[src/rtl/fifo_rd_drain_pkg.sv]
// Shared types and constants for the FIFO read-side drain engine.
package fifo_rd_pkg;

   localparam int RD_BUF_DEPTH = 2;
   localparam int RD_LATENCY   = 1;

   typedef enum logic [1:0] {
      OCC_EMPTY = 2'd0,
      OCC_ONE   = 2'd1,
      OCC_TWO   = 2'd2
   } occ_t;

   // Words held or owed to the buffer once this cycle's pop retires.
   // A pop implies occ >= 1, so the result never goes negative.
   function automatic logic [2:0] credit_sum(input occ_t occ, input logic inflight,
                                             input logic pop);
      return {1'b0, occ} + {2'b00, inflight} - {2'b00, pop};
   endfunction

endpackage

[src/rtl/fifo_rd_drain_if.sv]
// FIFO read port plus downstream valid/ready stream seen by the drain engine.
interface fifo_rd_drain_if #(
   parameter int DATA_WIDTH = 8
);

   logic                  fifo_empty;
   logic                  fifo_rd_en;
   logic [DATA_WIDTH-1:0] fifo_rdata;
   logic                  m_valid;
   logic                  m_ready;
   logic [DATA_WIDTH-1:0] m_data;

   modport master (
      input  fifo_empty, fifo_rdata, m_ready,
      output fifo_rd_en, m_valid, m_data
   );

   modport slave (
      output fifo_empty, fifo_rdata, m_ready,
      input  fifo_rd_en, m_valid, m_data
   );

endinterface

[src/rtl/fifo_rd_drain_skid_buf.sv]
// Two-entry ordered buffer (head/tail) with push, pop and occupancy state.
module rd_skid_buf
   import fifo_rd_pkg::*;
#(
   parameter int DATA_WIDTH = 8
) (
   input  logic                  clk,
   input  logic                  rstn,
   input  logic                  push,
   input  logic                  pop,
   input  logic [DATA_WIDTH-1:0] din,
   output occ_t                  occ,
   output logic [DATA_WIDTH-1:0] head
);

   occ_t                  occ_nxt;
   logic [DATA_WIDTH-1:0] head_nxt;
   logic [DATA_WIDTH-1:0] tail;
   logic [DATA_WIDTH-1:0] tail_nxt;

   always_ff @(posedge clk) begin
      if (!rstn) begin
         occ  <= OCC_EMPTY;
         head <= '0;
         tail <= '0;
      end else begin
         occ  <= occ_nxt;
         head <= head_nxt;
         tail <= tail_nxt;
      end
   end

   always_comb begin
      occ_nxt  = occ;
      head_nxt = head;
      tail_nxt = tail;
      case ({push, pop})
         2'b10: begin
            case (occ)
               OCC_EMPTY: begin
                  head_nxt = din;
                  occ_nxt  = OCC_ONE;
               end
               OCC_ONE: begin
                  tail_nxt = din;
                  occ_nxt  = OCC_TWO;
               end
               // Push into a full buffer is unreachable; hold contents.
               default: ;
            endcase
         end
         2'b01: begin
            case (occ)
               OCC_ONE: occ_nxt = OCC_EMPTY;
               OCC_TWO: begin
                  head_nxt = tail;
                  occ_nxt  = OCC_ONE;
               end
               default: ;
            endcase
         end
         2'b11: begin
            // New word lands behind whatever survives the pop.
            case (occ)
               OCC_ONE: head_nxt = din;
               OCC_TWO: begin
                  head_nxt = tail;
                  tail_nxt = din;
               end
               default: begin
                  head_nxt = din;
                  occ_nxt  = OCC_ONE;
               end
            endcase
         end
         default: ;
      endcase
   end

endmodule

[src/rtl/fifo_rd_drain.sv]
// Read-side drain engine: credit-limited FIFO strobes into a 2-entry stream buffer.
// Optional FIFO_RD_DRAIN_COUNT_EN adds a 32-bit accepted-word counter port.
module fifo_rd_drain
   import fifo_rd_pkg::*;
#(
   parameter int DATA_WIDTH = 8
) (
   input  logic            rd_clk,
   input  logic            rd_rstn,
   input  logic            drain_en,
   fifo_rd_drain_if.master bus,
   output logic            idle
`ifdef FIFO_RD_DRAIN_COUNT_EN
   ,
   output logic [31:0]     rd_count
`endif
);

   occ_t                  occ;
   logic [DATA_WIDTH-1:0] head;
   logic                  inflight;
   logic                  pop;

   assign pop         = bus.m_valid & bus.m_ready;
   assign bus.m_valid = (occ != OCC_EMPTY);
   assign bus.m_data  = head;

   // Strobe only when the word it returns is guaranteed a free slot.
   assign bus.fifo_rd_en = rd_rstn & drain_en & ~bus.fifo_empty &
                           (credit_sum(occ, inflight, pop) < 3'(RD_BUF_DEPTH));

   always_ff @(posedge rd_clk) begin
      if (!rd_rstn) inflight <= 1'b0;
      else          inflight <= bus.fifo_rd_en;
   end

   rd_skid_buf #(
      .DATA_WIDTH(DATA_WIDTH)
   ) u_buf (
      .clk (rd_clk),
      .rstn(rd_rstn),
      .push(inflight),
      .pop (pop),
      .din (bus.fifo_rdata),
      .occ (occ),
      .head(head)
   );

   assign idle = (occ == OCC_EMPTY) & ~inflight;

`ifdef FIFO_RD_DRAIN_COUNT_EN
   logic [31:0] rd_cnt;

   always_ff @(posedge rd_clk) begin
      if (!rd_rstn)  rd_cnt <= '0;
      else if (pop)  rd_cnt <= rd_cnt + 32'd1;
   end

   assign rd_count = rd_cnt;
`endif

endmodule
[src/flat_wrapper.sv]
// flat-port wrapper written by rule: the top's interface ports become plain ports
module fifo_rd_drain_flat import fifo_rd_pkg::*;
#(
   parameter int DATA_WIDTH = 8
)
  (rd_clk, rd_rstn, drain_en, idle, bus_fifo_empty, bus_fifo_rdata, bus_m_ready, bus_fifo_rd_en, bus_m_valid, bus_m_data);
  fifo_rd_drain_if #(.DATA_WIDTH(DATA_WIDTH)) bus_i ();
  input  logic rd_clk;
  input  logic rd_rstn;
  input  logic drain_en;
  output logic idle;
  input wire logic [$bits(bus_i.fifo_empty)-1:0] bus_fifo_empty;
  input wire logic [$bits(bus_i.fifo_rdata)-1:0] bus_fifo_rdata;
  input wire logic [$bits(bus_i.m_ready)-1:0] bus_m_ready;
  output wire logic [$bits(bus_i.fifo_rd_en)-1:0] bus_fifo_rd_en;
  output wire logic [$bits(bus_i.m_valid)-1:0] bus_m_valid;
  output wire logic [$bits(bus_i.m_data)-1:0] bus_m_data;
  assign bus_i.fifo_empty = bus_fifo_empty;
  assign bus_i.fifo_rdata = bus_fifo_rdata;
  assign bus_i.m_ready = bus_m_ready;
  assign bus_fifo_rd_en = bus_i.fifo_rd_en;
  assign bus_m_valid = bus_i.m_valid;
  assign bus_m_data = bus_i.m_data;
  fifo_rd_drain #(.DATA_WIDTH(DATA_WIDTH)) u_core (.rd_clk(rd_clk), .rd_rstn(rd_rstn), .drain_en(drain_en), .bus(bus_i), .idle(idle));
endmodule
[config.mk]
export PLATFORM = sky130hd
export DESIGN_NAME = fifo_rd_drain_flat
export DESIGN_NICKNAME = d
export VERILOG_FILES = /design/src/rtl/fifo_rd_drain_pkg.sv /design/src/rtl/fifo_rd_drain_if.sv /design/src/rtl/fifo_rd_drain_skid_buf.sv /design/src/rtl/fifo_rd_drain.sv /design/src/flat_wrapper.sv
export SDC_FILE = /design/constraint.sdc
export NUM_CORES = 1
export LEC_CHECK = 0
export ABC_CLOCK_PERIOD_IN_PS = 2600
export CAP_MARGIN = 40
export CORE_MARGIN = 8
export CORE_UTILIZATION = 44
export DETAILED_ROUTE_END_ITERATION = 12
export GPL_TIMING_DRIVEN = 0
export PLACE_DENSITY = 0.74
export SLEW_MARGIN = 20
export SYNTH_ARGS = -nofsm -noshare
export SYNTH_HDL_FRONTEND = slang
export SYNTH_SLANG_ARGS = --single-unit
[constraint.sdc]
create_clock -name rd_clk -period 2.6 [get_ports rd_clk]
set_clock_uncertainty 0.1 [all_clocks]
set_input_delay 0.52 -clock rd_clk [delete_from_list [all_inputs] [get_ports rd_clk]]
set_output_delay 0.52 -clock rd_clk [all_outputs]
set_load 0.005 [all_outputs]
* After elaboration in Yosys (flattened, before gate mapping)
Cells that the tools add are included.
Operators by class: order comparisons 1, eq/ne operators 12, add/sub/neg operators 2, reductions and logical operators 8, muxes and demuxes 11, bitwise operators 7
Operators by type and width (number):
- $mux W8 | 5
- $pmux W8 S3 | 1
- $pmux W8 S2 | 1
- $ne A2 B2 Y1 const B | 4
- $pmux W2 S2 | 2
- $eq A2 B2 Y1 const B | 3
- $pmux W2 S3 | 1
- $reduce_and A3 Y1 | 2
- $and A1 B1 Y1 | 5
- $eq A2 B1 Y1 const B | 2
- $reduce_and A4 Y1 | 1
- $reduce_bool A2 Y1 | 2
- $add A2 B1 Y3 | 1
- $lt A3 B2 Y1 const B | 1
- $ne A3 B2 Y1 const B | 1
- $ne A3 B3 Y1 const B | 1
- $reduce_bool A3 Y1 | 1
- $sub A3 B1 Y3 | 1
- $logic_not A2 Y1 | 1
- $mux W2 | 1
- $ne A2 B1 Y1 const B | 1
- $not A1 Y1 | 2
- $reduce_or A2 Y1 | 1
Storage, ports and cells: output and inout port bits 11, flip-flop bits (word level) 19, input port bits 13, word-level logic and storage cells 45

* Logic depth before layout (Yosys ltp)
Gate-level depths: netlist of run 1.
word-level depth 5, depth in mapped cells 11, mapped depth without buffers 9

* Modules after synthesis
From an unflattened synthesis of run 1, not the netlist that was laid out.
Second synthesis, totals: cells, all modules 126, area, all modules 1133.6 µm²
By module, submodules not included:
- rd_skid_buf | seq. area each 360.3 µm², area each 1023.5 µm², times used 1, cells each 114
- fifo_rd_drain | seq. area each 20.0 µm², area each 110.1 µm², times used 1, cells each 12

* Worst setup path before layout of run 1
Ideal clock, no wire load.
path type flip-flop to output port, start register u_core.u_buf.occ[1], end output port bus_fifo_rd_en, slack -0.249 ns, path buffers 1, data arrival time 2.229 ns, cell stages (with the launch flop) 11, required time 1.980 ns, cells stage by stage dfxtp_1 -> inv_1 -> ha_1 -> nor2b_1 -> inv_1 -> clkbuf_1 -> ha_1 -> nand2_1 -> fa_1 -> nand2_1 -> nor4_1
On the way: longest elaborated chain between the ends 5, elaborated cells on any way between the ends 6, those cells by class add/sub: 2; order compare: 1; bitwise: 2; reduce/logical: 1
Ends and longest elaborated chain:
- start, declared | RTL line fifo_rd_drain_skid_buf.sv:12 | output occ_t occ,
- start signal, assigned | RTL line fifo_rd_drain_skid_buf.sv:27 | occ <= occ_nxt;
- branches (longest 2 deep; another with $add A2 B1 Y3)
- $sub A3 B1 Y3 (*) | RTL line fifo_rd_drain_pkg.sv:17 | return {1'b0, occ} + {2'b00, inflight} - {2'b00, pop};
- $lt A3 B2 Y1 (*) | RTL line fifo_rd_drain.sv:30 | (credit_sum(occ, inflight, pop) < 3'(RD_BUF_DEPTH));
- $and A1 B1 Y1 (*) | RTL line fifo_rd_drain.sv:29 | assign bus.fifo_rd_en = rd_rstn & drain_en & ~bus.fifo_empty &
- end, declared | RTL line flat_wrapper.sv:15 | output wire logic [$bits(bus_i.fifo_rd_en)-1:0] bus_fifo_rd_en;
Mark *: on every way between the ends.

* Worst setup path after layout of run 1
start register u_core.u_buf.occ[0], end output port bus_fifo_rd_en
Same word-level chain as after synthesis.

==> results of run 1 <==
-- layout make-up --
type,count,area [um^2],area share (%)
Sequential cell,19,388,26.0
Buffer,8,53.8,3.61
Timing Repair Buffer,28,262,17.5
Clock buffer,4,26.3,1.76
Tap cell,30,37.5,2.52
Multi-Input combinational cell,87,684,45.9
Inverter,9,38.8,2.60
-- registers in the layout (all words and copies together), names as in the netlist --
register	flops
u_core.u_buf.head	8
u_core.u_buf.occ	2
u_core.u_buf.tail	8
u_core.inflight	1
-- kinds of logic after synthesis --
| kind of cell | share of synthesized area [%] |
|---|---|
| compound gates | 17.7 |
| simple gates | 20.0 |
| mux | 9.29 |
| xor+xnor | 1.63 |
| flops | 35.3 |
| buf+inv | 8.48 |
| fa+ha+maj | 7.67 |
-- power groups by stage --
stage / clock [mW] / sequential [mW] / combinational (mW)
3_5_place_dp: 0 / 0.365 / 0.360
6_report: 0.157 / 0.357 / 0.408
4_1_cts: 0.157 / 0.355 / 0.377
2_1_floorplan: 0 / 0.363 / 0.221
3_3_place_gp: 0 / 0.362 / 0.352
5_1_grt: 0.172 / 0.361 / 0.444
-- what timing repair did --
action,4_1_cts,5_1_grt
pin swaps,1,6
hold endpoints to repair,0,0
buffers inserted,3,2
gates resized for setup,8,8
setup endpoints to repair,9,9
-- critical path, delay by kind of cell, from the launching register on --
family	cells	cell delay, ns
xor gates and xnor gates	1	0.21
adders and majority gates	3	0.83
buffers and inverters	3	0.25
DFF	1	0.38
and+or+nand+nor	3	0.36
-- final timing paths --
| check | start | endpoint | slack [ns] | depth (start not counted) |
|---|---|---|---|---|
| min | u_core.u_buf.tail[0] | u_core.u_buf.tail[0] | 0.37 | 2 |
| max | u_core.u_buf.occ[0] | bus_fifo_rd_en | -0.38 | 10 |
| min reg2reg | u_core.u_buf.tail[0] | u_core.u_buf.tail[0] | 0.37 | 2 |
| max reg2reg | u_core.u_buf.occ[0] | u_core.u_buf.tail[3] | 0.15 | 9 |
-- layout by cell type (no fill, tap or decap), drive strengths merged --
cell            n
nand3           9
a31oi           8
ha              5
nand3b          1
nor2b           3
clkbuf          7
clkinv          2
or4b            1
or2b            1
inv             7
dfxtp          19
nor4            2
dlygate4sd2     1
mux2i          10
a221o           1
nor4bb          1
nand2          20
a311oi          8
buf            11
fa              1
nor2            2
clkdlybuf4s50  21
o211ai          1
and3            1
xor2            1
nand2b          1
o21ai           8
xnor2           1
a211oi          1
-- metrics by stage --
stage	TNS (ns)	std cells	hold slack, ns
floorplan	-0.0178	124	0.335
global placement	-3.62	177	0.343
detailed placement	-4.01	177	0.356
CTS	-0.480	184	0.373
global route	-0.448	185	0.396
finish	-0.375	185	0.373
-- synthesized netlist by cell type (all sizes together) --
| library cell | instances |
|---|---|
| nor4 | 2 |
| nand2 | 20 |
| nor2b | 3 |
| nand3b | 1 |
| mux2i | 10 |
| nand3 | 9 |
| nor2 | 2 |
| xnor2 | 1 |
| o211ai | 1 |
| o21ai | 8 |
| ha | 5 |
| xor2 | 1 |
| nor4bb | 1 |
| a311oi | 8 |
| dfxtp | 19 |
| and3 | 1 |
| clkbuf | 4 |
| fa | 1 |
| buf | 5 |
| clkinv | 2 |
| a221o | 1 |
| a31oi | 8 |
| inv | 7 |
| or2b | 1 |
| nand2b | 1 |
| a211oi | 1 |
| or4b | 1 |
-- metal layers --
layer | global-route usage [%] | share of wire [%] | up-vias
li1 | - | - | 511
met1 | 17.0 | 47 | 492
met2 | 21.0 | 47 | 23
met3 | 3.06 | 4.9 | 5
met4 | 6.27 | 1.4 | 0
met5 | 0 | 0 | -
==> results.txt, run 1 <==
status: finished, violations left
failing checks: setup timing
cell area after synthesis: 0.00108 mm^2
Crit path required time: 1.98 ns
peak supply drop: 0.000371 V
Final Worst Setup Slack: -0.375 ns
Clock Latency Late Sink: 0.31 ns
largest net degree at the start of global routing: 11
headroom to the max-slew limit: 43.9%
ANT nets after route: 0
Setup CP Type: reg2out
fmax: 0.336 GHz
first-pass GRT wire length: 4630 um
# rows: 18
CTS tree: yes
total wire length: 2830 um
Final #Nets: 175
RSZ-0062 raised after global routing: yes
CP Capture Type: output port
vias per std cell: 5.57
Area Overhead vs Synth: 38.3%
FF+latch count, synth: 19
fin util: 62.4%
drt initial violations: 51
Pleak: 0.538 nW
Tot Pwr: 923 uW
layout cells sized above 1: 18.7%
post-synth cell types: 29
Placed Instance Area: 0.00140 mm^2
Pwr Density: 619 mW/mm^2
Port Buf Inserts: 23
Chip Height: 65.5 um
Syn Nets: 143
mean post-synth cell area: 8.69 um^2
aggregate global-route resource usage: 13.4%
initial antenna violation count: 0
Top-Level Pins: 24
HPWL Detailed: 2110 um
Final min period: 2.98 ns
CP arrival: 2.36 ns
Pint: 612 uW
CP most frequent cell: ha_4
Setup-failing EPs final: 1
GRT overflow: 0
synth warn: 0
Max-Cap Viols: 0
Psw: 311 uW
CTS max path bufs: 2
via count: 1031
width of the die: 65.5 um
DRC viols: 0
worst hold path class: reg2reg
Flop pwr share: 38.7%
clock root cell: clkbuf_4
Clock Sinks: 19
Initial Util: 45.1%
core area: 0.00239 mm^2
worst path cell trace: inv_4 -> ha_4 -> nor2b_4 -> inv_2 -> ha_4 -> nand2_4 -> fa_2 -> xor2_4 -> nor4_4 -> buf_2
Crit-path slowest cell: fa_2
post-place setup slack: -1.17 ns
top cell type's share of synthesized area: 35.3%
final hold vios: 0
drt wl/cell: 15.3 um
Worst path max stage delay: 0.39 ns
switching fraction of total power: 33.7%
Period Utilization, post-route: 114%
Final Cell Area: 0.00149 mm^2
CTS HTree Levels: 1
drt first pass iters: 4
Worst Setup Start Kind: register
Max Transition Viols Final: 0
synth top area cells: dfxtp_1 35%, mux2i_1 9.3%, nand2_1 7.0%
logic gate share of total power: 44.3%
CTS buffer count: 3
Post-CTS Hold Buffers: 0
vias in the first global route: 1001
Gate Count Post-Synth: 124
power share of the clock group: 17.1%
Antenna Cells: 0
Seq/Total Area, Yosys: 35.3%
Worst Tran Pin Value: 0.840 ns
die area: 0.00429 mm^2
Worst Path Max Fanout: 5
Final GP Congestion: 0.797
number of fill cells: 216
Clk pin slew, worst setup/hold paths: 0.12 ns
post-synth top area cell: dfxtp_1
(Power assumes the default switching activity.)
==> inputs of run 2 (changes only) <==
--- a/config.mk
+++ b/config.mk
@@ -7,7 +7,7 @@
 export LEC_CHECK = 0
 export ABC_CLOCK_PERIOD_IN_PS = 2600
 export CAP_MARGIN = 40
-export CORE_MARGIN = 8
+export CORE_MARGIN = 2
 export CORE_UTILIZATION = 44
 export DETAILED_ROUTE_END_ITERATION = 12
 export GPL_TIMING_DRIVEN = 0
==> run 2 against run 1 <==
Effect of this change:
- the flow still finishes with violations (setup timing)
- largest cell class unchanged
- largest power group unchanged
- first-iteration DRC count fell by 55%
- sequential power barely moved
- cell area down 1.3%
- register-to-register slack gained 0.31 ns
- power shrank 2.9%
- highest routed layer unchanged
- clock power fell by 8%
==> results.txt, run 2 (same netlist as run 1, synthesis figures left out) <==
status: finished, violations left
failing checks: setup timing
CTS buffer count: 3
peak supply drop: 0.000485 V
largest net degree at the start of global routing: 11
Final Cell Area: 0.00147 mm^2
Area Overhead vs Synth: 36.5%
top flop regs: u_core.u_buf.head x8, u_core.u_buf.tail x8, u_core.u_buf.occ x2
Clock Latency Late Sink: 0.30 ns
width of the die: 53.5 um
clock root cell: clkbuf_4
Final GP Congestion: 0.807
worst hold path class: reg2reg
fmax: 0.342 GHz
Top-Level Pins: 24
Period Utilization, post-route: 113%
total wire length: 2650 um
vias per std cell: 5.51
Pleak: 0.539 nW
via count: 1025
Clk pin slew, worst setup/hold paths: 0.09 ns
CTS tree: yes
headroom to the max-slew limit: 70.6%
drt initial violations: 23
Max Transition Viols Final: 0
Critical path buffers and inverters: 3
Pwr Density: 609 mW/mm^2
Worst Setup Start Kind: register
Crit path required time: 1.98 ns
CP arrival: 2.31 ns
CP Capture Type: output port
core area: 0.00225 mm^2
r2r startpoint: u_core.u_buf.occ[1]
commonest non-fill, non-tap cell in the layout: clkdlybuf4s50_1
Crit-path slowest cell: fa_1
r2r endpoint: u_core.u_buf.head[4]
Clock Sinks: 19
final hold vios: 0
drt wl/cell: 14.2 um
Chip Height: 53.5 um
vias in the first global route: 965
Setup CP Type: reg2out
Setup-failing EPs final: 1
Port Buf Inserts: 23
Final #Nets: 178
TNS Setup: -0.328 ns
Post-CTS Hold Buffers: 0
Worst path max stage delay: 0.53 ns
# rows: 17
Final min period: 2.93 ns
ANT nets after route: 0
first-pass GRT wire length: 4550 um
commonest non-fill, non-tap cells in the layout: 21 x clkdlybuf4s50_1, 18 x nand2_1, 17 x dfxtp_1
CTS HTree Levels: 1
CTS max path bufs: 2
RSZ-0062 raised after global routing: yes
Worst Path Max Fanout: 3
Final Worst Setup Slack: -0.328 ns
Max-Cap Viols: 0
DRC viols: 0
Initial Util: 47.8%
Placed Instance Area: 0.00139 mm^2
layout cells sized above 1: 19.0%
WHS Endpoint: u_core.u_buf.tail[3]
Worst Tran Pin Value: 0.441 ns
flop2flop setup slack: 0.46 ns
origin of the worst min-delay path: u_core.u_buf.tail[3]
hold depth: 2
die area: 0.00286 mm^2
drt first pass iters: 4
worst path cell trace: inv_4 -> ha_4 -> nor2b_4 -> inv_2 -> ha_4 -> nand2_2 -> fa_1 -> nand2_2 -> nor4_2 -> buf_2
HPWL Detailed: 1940 um
fin util: 65.2%
GRT overflow: 0
Hold WS: 0.365 ns
Critical Path Stages: 10
Antenna Cells: 0
Top Family by Delay on Critical Path: adder cells
reg2reg path depth: 7
aggregate global-route resource usage: 21.8%
initial antenna violation count: 0
-- run 2: layer usage --
metal  share of wire [%]  global-route usage [%]  up-vias  wire [um]
met3                 4.3                    5.08        5        113
met5                   0                       0        -          0
met1                  51                    31.5      478       1350
li1                    -                       -      514          -
met2                  44                    32.3       28       1160
met4                0.83                    5.13        0         22
-- run 2: worst reg2reg max path, cell delays in order (launching register included) --
cell	delay, ns
dfxtp_4	0.36
buf_4	0.15
ha_1	0.22
or4b_4	0.53
buf_6	0.16
and3_4	0.17
buf_6	0.13
a311oi_1	0.24
-- run 2: through the flow --
| step | instances | setup WS [ns] | power (mW) |
|---|---|---|---|
| 2_1_floorplan | 124 | -0.0178 | 0.584 |
| 3_3_place_gp | 175 | -1.09 | 0.714 |
| 3_5_place_dp | 175 | -1.12 | 0.723 |
| 4_1_cts | 184 | -0.350 | 0.890 |
| 5_1_grt | 186 | -0.466 | 0.956 |
| 6_report | 186 | -0.328 | 0.896 |
-- run 2: area by class of cell --
type | count | area, um^2
Buffer | 8 | 53.8
Clock buffer | 4 | 26.3
Fill cell | 200 | 785
Inverter | 9 | 36.3
Multi-Input combinational cell | 87 | 649
Sequential cell | 19 | 385
Tap cell | 28 | 35.0
Timing Repair Buffer | 31 | 284
-- run 2: what timing repair did --
item | in CTS | in global routing
gates resized for setup | 8 | 1
buffers inserted | 5 | 2
endpoints found under the setup margin | 9 | 1
pin swaps | 3 | 4
-- run 2: power breakdown --
group | leakage (nW) | switching (mW) | internal [mW]
sequential | 0.156 | 0.0219 | 0.332
clock | 0.0150 | 0.0857 | 0.0597
combinational | 0.368 | 0.182 | 0.214
-- run 2: worst max-delay path by stage --
stage,from,to
finish,u_core.u_buf.occ[1],bus_fifo_rd_en
detailed placement,bus_m_ready,bus_fifo_rd_en
CTS,u_core.u_buf.occ[1],bus_fifo_rd_en
floorplan,u_core.u_buf.occ[1],bus_fifo_rd_en
global placement,bus_m_ready,bus_fifo_rd_en
global route,u_core.u_buf.occ[1],bus_fifo_rd_en
